`config.mk`:
```
export PLATFORM = sky130hd
export DESIGN_NAME = swbut_in
export DESIGN_NICKNAME = d
export VERILOG_FILES = /design/src/rtl/swbut_in.sv
export SDC_FILE = /design/constraint.sdc
export NUM_CORES = 1
export LEC_CHECK = 0
export CAP_MARGIN = 20
export CORE_ASPECT_RATIO = 0.75
export CORE_MARGIN = 2
export CORE_UTILIZATION = 23
export CTS_BUF_LIST = sky130_fd_sc_hd__clkbuf_16
export CTS_CLUSTER_DIAMETER = 100
export DETAILED_ROUTE_END_ITERATION = 16
export SLEW_MARGIN = 10
export SYNTH_ARGS = -nofsm -noshare
export SYNTH_HDL_FRONTEND = slang
export SYNTH_SLANG_ARGS = --single-unit
```
`constraint.sdc`:
```
create_clock -name clk -period 1.16 [get_ports clk]
set_clock_uncertainty 0.1 [all_clocks]
set_input_delay 0.174 -clock clk [delete_from_list [all_inputs] [get_ports clk]]
set_output_delay 0.174 -clock clk [all_outputs]
set_load 0.05 [all_outputs]
```
`src/rtl/swbut_in.sv`:
```
// Switch/button front end: synchronizes and debounces raw pins into the `in` word,
// emits one-cycle press pulses and offers a button-0 snapshot on a valid/ready handshake.
module swbut_in #(
    parameter int N_SW     = 15,
    parameter int N_BUT    = 1,
    parameter int DEBOUNCE = 16
) (
    input  logic                  clk,
    input  logic                  rst_n,
    input  logic [N_SW-1:0]       sw_raw,
    input  logic [N_BUT-1:0]      but_raw,
    output logic [N_SW+N_BUT-1:0] in,
    output logic [N_BUT-1:0]      but_press,
    output logic [N_SW+N_BUT-1:0] snap,
    output logic                  snap_valid,
    input  logic                  snap_ready,
    output logic                  overflow
);

    localparam int W  = N_SW + N_BUT;
    localparam int CW = $clog2(DEBOUNCE + 1);
    localparam logic [CW-1:0] CNT_LAST = CW'(DEBOUNCE - 1);

    logic [W-1:0]     s1_q, s2_q;
    logic [W-1:0]     stable_q, stable_d;
    logic [CW-1:0]    cnt_q [W];
    logic [CW-1:0]    cnt_d [W];
    logic [N_BUT-1:0] press_q, press_d;
    logic [W-1:0]     snap_q, snap_d;
    logic             snap_valid_q, snap_valid_d;
    logic             overflow_q, overflow_d;

    always_ff @(posedge clk or negedge rst_n) begin
        if (!rst_n) begin
            s1_q <= '0;
            s2_q <= '0;
        end else begin
            s1_q <= {but_raw, sw_raw};
            s2_q <= s1_q;
        end
    end

    // Each bit only adopts the synchronized level after it has disagreed for DEBOUNCE edges.
    always_comb begin
        stable_d = stable_q;
        for (int i = 0; i < W; i++) begin
            cnt_d[i] = cnt_q[i];
            if (s2_q[i] == stable_q[i]) begin
                cnt_d[i] = '0;
            end else if (cnt_q[i] == CNT_LAST) begin
                stable_d[i] = s2_q[i];
                cnt_d[i]    = '0;
            end else begin
                cnt_d[i] = cnt_q[i] + 1'b1;
            end
        end
    end

    // Pulse is registered with the stable bit so it coincides with the first cycle `in` shows 1.
    assign press_d = stable_d[W-1:N_SW] & ~stable_q[W-1:N_SW];

    always_comb begin
        snap_d       = snap_q;
        snap_valid_d = snap_valid_q;
        overflow_d   = overflow_q;
        if (!snap_valid_q) begin
            if (press_q[0]) begin
                snap_d       = stable_q;
                snap_valid_d = 1'b1;
            end
        end else if (snap_ready) begin
            if (press_q[0]) begin
                snap_d = stable_q;
            end else begin
                snap_valid_d = 1'b0;
            end
        end else if (press_q[0]) begin
            overflow_d = 1'b1;
        end
    end

    always_ff @(posedge clk or negedge rst_n) begin
        if (!rst_n) begin
            stable_q     <= '0;
            press_q      <= '0;
            snap_q       <= '0;
            snap_valid_q <= 1'b0;
            overflow_q   <= 1'b0;
            for (int i = 0; i < W; i++) begin
                cnt_q[i] <= '0;
            end
        end else begin
            stable_q     <= stable_d;
            press_q      <= press_d;
            snap_q       <= snap_d;
            snap_valid_q <= snap_valid_d;
            overflow_q   <= overflow_d;
            for (int i = 0; i < W; i++) begin
                cnt_q[i] <= cnt_d[i];
            end
        end
    end

    assign in         = stable_q;
    assign but_press  = press_q;
    assign snap       = snap_q;
    assign snap_valid = snap_valid_q;
    assign overflow   = overflow_q;

endmodule

```
After elaboration in Yosys (flattened, before gate mapping)

Cells that the tools add are included.

Muxes and demuxes: 40
Equality and inequality tests: 33
Reduce and logical (&&, ||, !) cells: 16
Bitwise operators: 18
$add $sub $neg: 16

Operators by type and width:

| cell                  | count |
|---|---|
| $mux W5               | 32 |
| $add A5 B1 Y5 const B | 16 |
| $eq A5 B4 Y1 const B  | 16 |
| $mux W16              | 3 |
| $reduce_and A2 Y1     | 15 |
| $not A1 Y1            | 17 |
| $eq A1 B1 Y1          | 16 |
| $mux W1               | 5 |
| $reduce_and A3 Y1     | 1 |
| $ne A2 B2 Y1 const B  | 1 |
| $and A1 B1 Y1         | 1 |

Bits of input ports: 19
Register bits after elaboration: 147
Output and inout bits: 35

Logic depth before layout (Yosys ltp)

Depth after elaboration: 4
Depth in mapped cells: 4
Gate-level depth less buffers: 4

Worst setup path before layout

Ideal clock, no wire load.

Kind: reg-to-reg
Start point: reg snap_valid_q, in the netlist snap_valid
End point: reg snap_q[10], in the netlist snap[10]
Arrival time: 1.320 ns
Data required time: 0.935 ns
Library setup time: 0.125 ns
Buffers on the path: 1
Path slack: -0.385 ns
Stages on the path, launching flop included: 5
Cell sequence: dfrtp_1 > nand2b_4 > nand2_4 > buf_12 > mux2_4

Longest elaborated chain between the ends: 1
Elaborated cells between the ends (all ways): 2
Classes of those cells: eq/ne: 1; mux: 1

RTL lines:

| item                                                      | line | RTL |
|---|---|---|
| from (decl)                                               | 30   | `logic snap_valid_q, snap_valid_d;` |
| from (signal assigned)                                    | 96   | `snap_valid_q <= snap_valid_d;` |
| $ne A2 B2 Y1 (no source line) or $mux W16 (tied branches) | n/a  |  |
| to (signal assigned)                                      | 95   | `snap_q <= snap_d;` |
| to (decl)                                                 | 29   | `logic [W-1:0] snap_q, snap_d;` |

Parallel ways exist; a longest one is shown, timed or not.
A chain may end at the register's enable or synchronous reset.

Worst setup path after layout

Start point: reg stable_q[10], in the netlist in[10]
End point: out in[10]

RTL lines:

| item                   | line | RTL |
|---|---|---|
| from (decl)            | 25   | `logic [W-1:0] stable_q, stable_d;` |
| from (signal assigned) | 93   | `stable_q <= stable_d;` |
| to (decl)              | 12   | `output logic [N_SW+N_BUT-1:0] in,` |

No word-level cell between the ends.

==> results.txt <==
The number of routed nets with antenna violations is 0. The critical path goes through buf_6 -> buf_12. The top-area cell type share of the netlist area is 66.9%.

The worst setup path is captured at a primary output. The final reports fail on negative setup slack. The actual slew at the worst max-slew pin is 0.324 ns. The initial DRC count is 103. For this design the top-level I/O count stands at 54. The number of diodes added for antenna fixing came out at 0.

The share of final-layout standard cells stronger than drive strength 1 is 56.5%. Synthesis produced a netlist with a net count of 441. The post-place setup slack came out at -0.357 ns. The power per cell area is 1230 nW/um2.

The post-synthesis instance area is 5500 um2. The number of search-and-repair iterations in the first detailed-routing pass came out at 4. The worst relative slew slack is 78.4%. The number of instances in the synthesized netlist came out at 406.

The cell with the largest stage delay on the worst path is dfrtp_2. The count of final setup violators came out at 114. On the worst path, the slowest cell contributes a delay of 0.43 ns. The detailed-route wire length per cell is 13.2 um. The die area is 25,200 um2. The accumulated negative setup slack came out at -10.48 ns.

The post-synthesis to final-layout area growth is 73.4%. Per report_power, the combinational group accounts for 7.9% of the total. Across the run, the number of max-cap violations was 0. The insertion delay to the later sink of the worst-skew pair is 0.42 ns. The startpoint kind of the worst setup timing path is a flip-flop. VDD sags by at most 898 uV. The total non-filler cell area in the finished layout came out at 9540 um2. The critical path contains buffers and inverters numbering 2 combined. The final non-filler cell total came out at 907.

The global-route usage over all layers came out at 10.1%. The number of nets at the end of the flow came out at 629. The wire length of the first global-routing pass came out at 19,500 um.

The path class of the tightest hold or removal check is input port to flip-flop. The share of total power dissipated in the clock network is 45.1%. The effective utilization at floorplan is 23.7%. The final routed wirelength across all metal layers came out at 12,000 um.

Cell internal power was estimated by the tool at 8.99 mW. The share of the cycle needed by the critical path after routing came out at 120%. The filler cell count came out at 2,063. Of all cell types, the one taking the most synthesized area is dfrtp_1. The mean post-synth cell area is 13.6 um2. In this run, flip-flops and latches consume 47.0% of the power. The via count normalized by instance count came out at 3.97.

Among cell families on the critical path, the largest total delay comes from flip-flops. The required time of the critical path is 0.89 ns. The initial antenna violation count was 0.

Net switching is 23.4% of the power. The warning count from the yosys run is 0. The share of synthesized area occupied by flip-flops and latches is 66.9%. The number of placement rows is 48. The leakage power is 4.30 nW. Setup repair after global routing could not meet its margin everywhere. At the end of routability-driven placement, the weighted congestion stood at 0.693. The TritonCTS clock tree is done. The clock slew seen by the registers of the worst setup and hold paths came out at 0.06 ns. Once routing completed, OpenROAD measured the worst setup slack at -0.230 ns.

The count of input and output buffers came out at 53. For this design the total switching power over the nets is 2.75 mW. Yosys attributes the largest share of cell area to dfrtp_1 67%, xor2_1 7.6%, mux2_2 4.5%. The via total after detailed routing came out at 3,599. Clock tree synthesis inserted a total of 17 buffers. The final-report max-slew violation count is 0. The run finished, with violations left.

The post-layout minimum cycle time came out at 1.39 ns. The number of placed instances with taps included came out at 819. The signal arrival time at the worst endpoint is 1.12 ns. The flip-flop and latch count after synthesis is 147. The via count of the first global-routing pass is 4,098.

The worst hold margin came out at 0.0875 ns. Once layout is complete, the utilization of the core stands at 41.0%. The placed wire-length estimate after detailed placement is 7500 um. The clock tree synthesis step divided the H-tree into 4 levels. The upper clock frequency limit is 0.720 GHz. The largest net degree at the start of global routing is 39. The total placed instance area is 7490 um2. The final-report hold violation count was 0.

The global-route congestion overflow total came out at 0. The maximum net fanout on the critical path is 2. The clock drives 147 sinks.

The number of buffers on the longest clock path is 2. The floorplan step set the die width to 183 um. CTS placed an instance of clkbuf_16 at the clock tree root. The core box area is 23,200 um2. The total power after layout came out at 11.7 mW.

The setup path with the least slack is of type flip-flop to primary output. The overall die height is 138 um. The synthesized netlist contains 17 unique library cells. The remaining design rule violation count came out at 0.
[registers in the layout, indices dropped and copies added (netlist names)]
name	cells
s1_q	16
snap_valid	1
cnt_q	80
in	16
but_press	1
s2_q	16
overflow	1
snap	16
[worst paths after layout]
path / endpoint / from / slack (ns) / depth (start not counted)
hold reg to reg: s2_q[6] / s1_q[6] / 0.25 / 0
setup / recovery: in[10] / in[10] / -0.23 / 2
hold / removal: s1_q[0] / sw_raw[0] / 0.09 / 1
max in group asynchronous: cnt_q[26] / rst_n / 0.32 / 3
setup reg to reg: snap[8] / snap_valid / -0.19 / 5
min in group asynchronous: s2_q[7] / rst_n / 0.10 / 2
[power by group through the flow]
stage,clock network [mW],logic (mW),registers [mW]
6_report,5.29,0.930,5.52
5_1_grt,5.72,1.05,5.54
4_1_cts,5.43,0.788,5.47
3_5_place_dp,0,0.659,5.54
3_3_place_gp,0,0.605,5.52
2_1_floorplan,0,0.254,5.53
[final cells by class]
type | instances | area, um2 | share of cell area, %
tap | 300 | 375 | 3.93
timing repair buffer | 170 | 1990 | 20.9
multi-input combinational | 245 | 2860 | 29.9
clock inverter | 15 | 143 | 1.50
inverter | 13 | 48.8 | 0.512
sequential | 147 | 3700 | 38.8
clock buffer | 17 | 425 | 4.46
[placed cells by master (no fill, tap or decap), types with 2 or more instances in the layout]
master and n:
dfrtp_1 128, buf_4 65, buf_6 48, nor2_1 41, buf_12 39, xor2_1 26
mux2_4 26, and2_1 20, dfrtp_2 19, clkbuf_16 17, clkdlybuf4s50_1 17, xor2_4 16
inv_1 15, nand3_4 15, nand3_2 11, nor2_4 11, ha_4 11, o21ai_4 10
and3_4 10, nor2_2 8, o21ai_2 6, nand3_1 6, xor2_2 6, and3_1 6
mux2_2 6, ha_2 5, clkinvlp_4 3, clkinv_4 2, inv_6 2, clkinv_2 2
clkinv_1 2, bufinv_16 2
[per-layer routing]
layer / vias up / part of all wire [%] / global-route usage [%]
met5: - / 0 / 0
met1: 1828 / 40 / 11.0
met4: 0 / 1.6 / 4.53
met3: 18 / 3.4 / 3.02
li1: 1710 / - / -
met2: 43 / 55 / 18.3
[Yosys cell counts (all sizes together)]
cell / n
o21bai: 1
ha: 16
nand2b: 1
and2: 20
and3: 16
xor2: 48
nor4b: 1
nand3: 32
buf: 1
inv: 13
dfrtp: 147
mux2: 32
nand2: 2
nor2: 60
o21ai: 16
[what timing repair did]
item                                    CTS  global route
hold buffers                              1             0
endpoints found under the setup margin  120           141
pin swaps                                57            44
gates resized for setup                  84            96
setup buffers                            37            24
endpoints found under the hold margin   147             0
[cell families (layout without fill, tap and decap cells)]
group           count (synthesis)  in the layout  synth area share, %
buf+inv                        14            215                 1.25
flops                         147            147                 66.9
xor+xnor                       48             48                 7.64
fa+ha+maj                      16             16                 3.64
compound gates                 17             17                 1.59
simple gates                  132            132                 11.8
mux                            32             32                 7.23
No activity file was read; power rests on OpenSTA's default activity.
